File: src/rtl/clock_div_pkg.sv
// Shared constants and helpers for the clk_50Mhz clock-enable generators.
package clock_div_pkg;

    localparam int          DIV_W_DEF = 32;
    localparam int          DIV_W_MAX = 64;
    localparam int unsigned MIN_DIV   = 2;

    // Divisors for common rates from a 50 MHz clock
    localparam int unsigned DIV_1MHZ  = 50;
    localparam int unsigned DIV_1KHZ  = 50_000;
    localparam int unsigned DIV_10HZ  = 5_000_000;
    localparam int unsigned DIV_5HZ   = 10_000_000;
    localparam int unsigned DIV_1HZ   = 50_000_000;

    typedef logic [DIV_W_MAX-1:0] div_wide_t;

    // Callers zero-extend into div_wide_t and truncate back, so any DIV_W up to 64 works.
    function automatic div_wide_t clamp_div(input div_wide_t div);
        return (div < div_wide_t'(MIN_DIV)) ? div_wide_t'(MIN_DIV) : div;
    endfunction

endpackage

File: src/rtl/clock_div_channel.sv
// One divider channel: period counter, glitch-free divisor update, tick and square-wave outputs.
module clock_div_channel
    import clock_div_pkg::*;
#(
    parameter int          DIV_W       = DIV_W_DEF,
    parameter int unsigned DEFAULT_DIV = DIV_5HZ
) (
    input  logic             clk_50Mhz,
    input  logic             rst,
    input  logic             en,
    input  logic             sync,
    input  logic             wr,
    input  logic [DIV_W-1:0] wr_div,
    output logic             tick,
    output logic             sq,
    output logic             pend
);

    logic [DIV_W-1:0] cnt, cnt_nxt;
    logic [DIV_W-1:0] div_cur, div_cur_nxt;
    logic [DIV_W-1:0] div_pend, div_pend_nxt;
    logic             pend_nxt, tick_nxt, sq_nxt;
    logic             restart, wrap, apply;

    // A pending divisor is only ever applied while the counter restarts at 0,
    // so cnt never sits outside the new period and sq never glitches.
    assign restart = sync || !en;
    assign wrap    = !restart && (cnt == div_cur - DIV_W'(1));
    assign apply   = restart || wrap;

    // NOTE: every output of this block gets a default first, so no path can infer a latch.
    always_comb begin
        cnt_nxt      = cnt + DIV_W'(1);
        tick_nxt     = wrap;
        sq_nxt       = !restart && (cnt >= (div_cur >> 1));
        div_cur_nxt  = div_cur;
        div_pend_nxt = div_pend;
        pend_nxt     = pend;

        if (apply) begin
            cnt_nxt  = '0;
            pend_nxt = 1'b0;
            if (pend) div_cur_nxt = div_pend;
        end

        // A write on an apply edge lands after the old value was consumed and stays pending.
        if (wr) begin
            div_pend_nxt = DIV_W'(clamp_div(div_wide_t'(wr_div)));
            pend_nxt     = 1'b1;
        end
    end

    // NOTE: sequential state uses non-blocking assignments only, so all registers update together.
    always_ff @(posedge clk_50Mhz) begin
        if (rst) begin
            cnt      <= '0;
            div_cur  <= DIV_W'(DEFAULT_DIV);
            // NOTE: div_pend is reset as well; it is a plain register, not a RAM, and must never be X.
            div_pend <= DIV_W'(DEFAULT_DIV);
            pend     <= 1'b0;
            tick     <= 1'b0;
            sq       <= 1'b0;
        end else begin
            cnt      <= cnt_nxt;
            div_cur  <= div_cur_nxt;
            div_pend <= div_pend_nxt;
            pend     <= pend_nxt;
            tick     <= tick_nxt;
            sq       <= sq_nxt;
        end
    end

endmodule

File: src/rtl/clock_enable_gen.sv
// NUM_CH parallel clock-enable channels in the clk_50Mhz domain with run-time divisors and a global phase sync.
module clock_enable_gen
    import clock_div_pkg::*;
#(
    parameter int          NUM_CH      = 4,
    parameter int          DIV_W       = DIV_W_DEF,
    parameter int unsigned DEFAULT_DIV = DIV_5HZ,
    localparam int         CH_W        = (NUM_CH > 1) ? $clog2(NUM_CH) : 1
) (
    input  logic              clk_50Mhz,
    input  logic              rst,
    input  logic [NUM_CH-1:0] ch_en,
    input  logic              sync,
    input  logic              wr_en,
    input  logic [CH_W-1:0]   wr_ch,
    input  logic [DIV_W-1:0]  wr_div,
    output logic [NUM_CH-1:0] tick,
    output logic [NUM_CH-1:0] sq,
    output logic [NUM_CH-1:0] pend
);

    // One extra bit so NUM_CH itself is representable when it is a power of two.
    localparam logic [CH_W:0] NUM_CH_L = (CH_W+1)'(NUM_CH);

    logic wr_ok;

    assign wr_ok = wr_en && ({1'b0, wr_ch} < NUM_CH_L);

    for (genvar i = 0; i < NUM_CH; i++) begin : g_ch
        logic wr_sel;

        assign wr_sel = wr_ok && (wr_ch == CH_W'(i));

        clock_div_channel #(
            .DIV_W       (DIV_W),
            .DEFAULT_DIV (DEFAULT_DIV)
        ) u_ch (
            .clk_50Mhz (clk_50Mhz),
            .rst       (rst),
            .en        (ch_en[i]),
            .sync      (sync),
            .wr        (wr_sel),
            .wr_div    (wr_div),
            .tick      (tick[i]),
            .sq        (sq[i]),
            .pend      (pend[i])
        );
    end

endmodule

File: config.mk
export PLATFORM = sky130hd
export DESIGN_NAME = clock_enable_gen
export DESIGN_NICKNAME = d
export VERILOG_FILES = /design/src/rtl/clock_div_pkg.sv /design/src/rtl/clock_div_channel.sv /design/src/rtl/clock_enable_gen.sv
export SDC_FILE = /design/constraint.sdc
export NUM_CORES = 1
export LEC_CHECK = 0
export CORE_MARGIN = 1.5
export CORE_UTILIZATION = 55
export CTS_CLUSTER_SIZE = 25
export DETAILED_ROUTE_END_ITERATION = 7
export PLACE_DENSITY = 0.72
export SLEW_MARGIN = 20
export SYNTH_ARGS = -nofsm -noshare
export SYNTH_HDL_FRONTEND = slang
export SYNTH_SLANG_ARGS = --single-unit
File: constraint.sdc
create_clock -name clk_50Mhz -period 5.5 [get_ports clk_50Mhz]
set_input_delay 0.825 -clock clk_50Mhz [delete_from_list [all_inputs] [get_ports clk_50Mhz]]
set_output_delay 0.825 -clock clk_50Mhz [all_outputs]
set_load 0.01 [all_outputs]
==> results.sh <==
export IMPL_clkLatencyLatePin_ns=0.58
export IMPL_worstPathRequired_ns=5.94
export IMPL_synth_seq_area_share_pct=32.9
export IMPL_synth_nets=3177
export IMPL_synth_edf_count=0
export IMPL_synth_top_area_cell="dfxtp_1"
export IMPL_grt_max_degree=140
export IMPL_drtAntennaViolNets=0
export IMPL_die_w_um=212
export IMPL_min_period_over_period_pct=82.9
export IMPL_final_common_cell="dfxtp_1"
export IMPL_synth_top_cell_area_share_pct=32.9
export IMPL_setup_violations=0
export IMPL_start_util_pct=55.7
export IMPL_cts_resized_gates=0
export IMPL_cts_root_buf="clkbuf_16"
export IMPL_ys_flop_type="dfxtp_1"
export IMPL_cts_sinks=396
export IMPL_grt_pass1_vias=19801
export IMPL_vias=20813
export IMPL_grt_pass1_wl_um=101000
export IMPL_diodes=0
export IMPL_postCtsSetupBuffers=0
export IMPL_syn_inst=3003
export IMPL_crit_chain="nor4_2 > nand4_1 > a2111o_1 > a2111oi_0 > nand4_1 > a2111oi_4 > buf_4 > and2_2 > buf_12 > a211oi_1"
export IMPL_wirelength_um=62200
export IMPL_end_kind="flip-flop"
export IMPL_status="completed"
export IMPL_dr_pass1_iters=6
export IMPL_power_density_mw_per_mm2=239
export IMPL_critPathArrivalTime_ns=5.00
export IMPL_cts_clk_slew_worst_paths_ns=0.06
export IMPL_cpPeakStageDelay_ns=0.71
export IMPL_min_period_ns=4.56
export IMPL_avgSynthCellArea_um2=8.01
export IMPL_fin_ws_ns=0.941
export IMPL_fmax_ghz=0.219
export IMPL_ir_worst_vdd_mv=0.270
export IMPL_crit_path_start_kind="flip-flop"
export IMPL_critPathKind="reg -> reg"
export IMPL_grt_antenna_before_repair=0
export IMPL_cts_tree="yes"
export IMPL_ys_async_sr_fraction_pct=0
export IMPL_portBuffers=53
export IMPL_core_mm2=0.0432
export IMPL_hold_path_depth=2
export IMPL_finalPower_mw=6.28
export IMPL_hp_class="reg -> reg"
export IMPL_gp_congestion=0.915
export IMPL_drt_iter0_markers=1365
export IMPL_p_leak_nw=9.70
export IMPL_cts_inserted_buffers=44
export IMPL_max_slew_margin_pct=29.3
export IMPL_reg2reg_slack_ns=0.94
export IMPL_drv_slew=0
export IMPL_post_route_drc_count=0
export IMPL_dieArea_mm2=0.0450
export IMPL_fin_setup_tns_ns=0
export IMPL_place_hpwl_um=44500
export IMPL_rows=76
export IMPL_min_delay_start="g_ch[1].u_ch.div_pend[17]"
export IMPL_viasPerCell=5.85
export IMPL_cap_violations=0
export IMPL_fin_nets=3115
export IMPL_layout_common_cells="dfxtp_1, nand2_1, nor2_1, nand2b_1, a21oi_1"
export IMPL_ys_ff_latch=396
export IMPL_cp_max_fo=35
export IMPL_whs_endpoint="g_ch[1].u_ch.div_pend[17]"
export IMPL_synthTopCellsByArea="dfxtp_1, ha_1, nand2_1"
export IMPL_dpl_worst_slack_ns=0.993
export IMPL_skew_ns=0.0155
export IMPL_r2r_end="g_ch[2].u_ch.div_cur[19]"
export IMPL_synthDistinctLibCells=77
export IMPL_rr_worst_depth=10
export IMPL_hold_violations=0
export IMPL_grt_remaining_overflow=0
export IMPL_layout_drive_gt1_share_pct=4.61
export IMPL_cp_common_cell="nand4_1"
export IMPL_wire_per_inst_um=17.5
export IMPL_grt_usage_pct=27.5
export IMPL_yosys_warnings=0
export IMPL_cts_htree_levels=2
export IMPL_ctsHoldBuffers=0
export IMPL_io_pin_count=54
export IMPL_syn2layout_area_growth_pct=9.12
export IMPL_synth_area_mm2=0.0241
export IMPL_r2r_start="g_ch[2].u_ch.div_cur[4]"
export IMPL_slowest_stage="and2_2"
export IMPL_die_y_um=212
export IMPL_tightest_slew_ns=1.05
export IMPL_clock_path_buffers=3
export IMPL_rsz0062_at_grt="false"
-- worst max-delay path by stage --
stage,startpoint,endpoint,slack [ns]
finish,g_ch[2].u_ch.div_cur[4],g_ch[2].u_ch.div_cur[19],0.94
global route,g_ch[2].u_ch.div_cur[4],g_ch[2].u_ch.div_cur[9],0.62
CTS,g_ch[2].u_ch.div_cur[4],g_ch[2].u_ch.div_cur[19],0.99
detailed placement,g_ch[2].u_ch.div_cur[4],g_ch[2].u_ch.div_cur[19],0.99
global placement,g_ch[2].u_ch.div_cur[4],g_ch[2].u_ch.div_cur[7],1.09
floorplan,g_ch[0].u_ch.div_cur[0],g_ch[0].u_ch.div_cur[10],1.89
-- layout make-up --
class / count / area (um^2)
Clock inverter: 20 / 223
Sequential cell: 396 / 7930
Clock buffer: 58 / 1230
Timing Repair Buffer: 75 / 726
Multi-Input combinational cell: 2274 / 14900
Inverter: 150 / 563
Fill cell: 3889 / 16900
Tap cell: 585 / 732
-- state kept, by name, indices dropped and copies added, names as in the netlist --
signal	flops
g_ch.u_ch.sq	4
g_ch.u_ch.cnt	128
g_ch.u_ch.tick	4
g_ch.u_ch.div_pend	128
g_ch.u_ch.pend	4
g_ch.u_ch.div_cur	128
-- synthesized netlist by cell type, drive strengths merged (7+ instances only) --
master and n:
and4 19, or2 10, xor2 145, o31ai 10, nand2b 163, o211ai 7, clkbuf 144, a211o 25
ha 132, inv 150, nand4 62, a2111oi 40, nor2 233, nor3 136, nand2 386, o22ai 9
a21oi 159, mux2i 104, or3 26, or4 24, a31oi 8, nand3 101, dfxtp 396, o21ai 53
nand3b 34, o41ai 13, and3 30, nor2b 7, nor4 52, a21o 49, xnor2 137, a211oi 27
buf 39
-- cells by family (layout without fill, tap and decap cells) --
group | after synthesis | in the layout | synth area share (%)
XOR/XNOR | 282 | 282 | 10.3
AND/OR/NAND/NOR | 1312 | 1312 | 27.3
flip-flops | 396 | 396 | 32.9
multiplexers | 108 | 108 | 4.51
buffers and inverters | 333 | 303 | 5.66
adder cells (fa/ha/maj) | 132 | 132 | 6.86
AO/OA/AOI/OAI | 440 | 440 | 12.4
-- metrics by stage --
stage	cells	hold slack, ns	instance area [um^2]	utilization, %
4_1_cts	3558	0.455	26300	60.8
2_1_floorplan	3003	0.437	24100	-
3_3_place_gp	3480	0.442	24800	57.4
6_report	3558	0.455	26300	60.8
3_5_place_dp	3480	0.447	24800	57.4
5_1_grt	3558	0.472	26300	60.8
-- worst max-delay path: cells and delay by family, from the launching register on --
family                 cells  cell delay, ns
AO/OA/AOI/OAI              4            1.30
buffers and inverters      2            0.67
flip-flops                 1            0.39
AND/OR/NAND/NOR            4            2.02
-- report_power, final --
part	internal [mW]	switching (mW)
Clock	1.77	1.24
Sequential	2.91	0.0339
Combinational	0.117	0.210
-- routing by layer --
| metal | global-route usage [%] | wire, um |
|---|---|---|
| met2 | 46.7 | 29500 |
| met1 | 35.8 | 27600 |
| met3 | 4.40 | 3480 |
| met5 | 0 | 0 |
| met4 | 8.65 | 1640 |
Power figures use the tool's default switching activity.
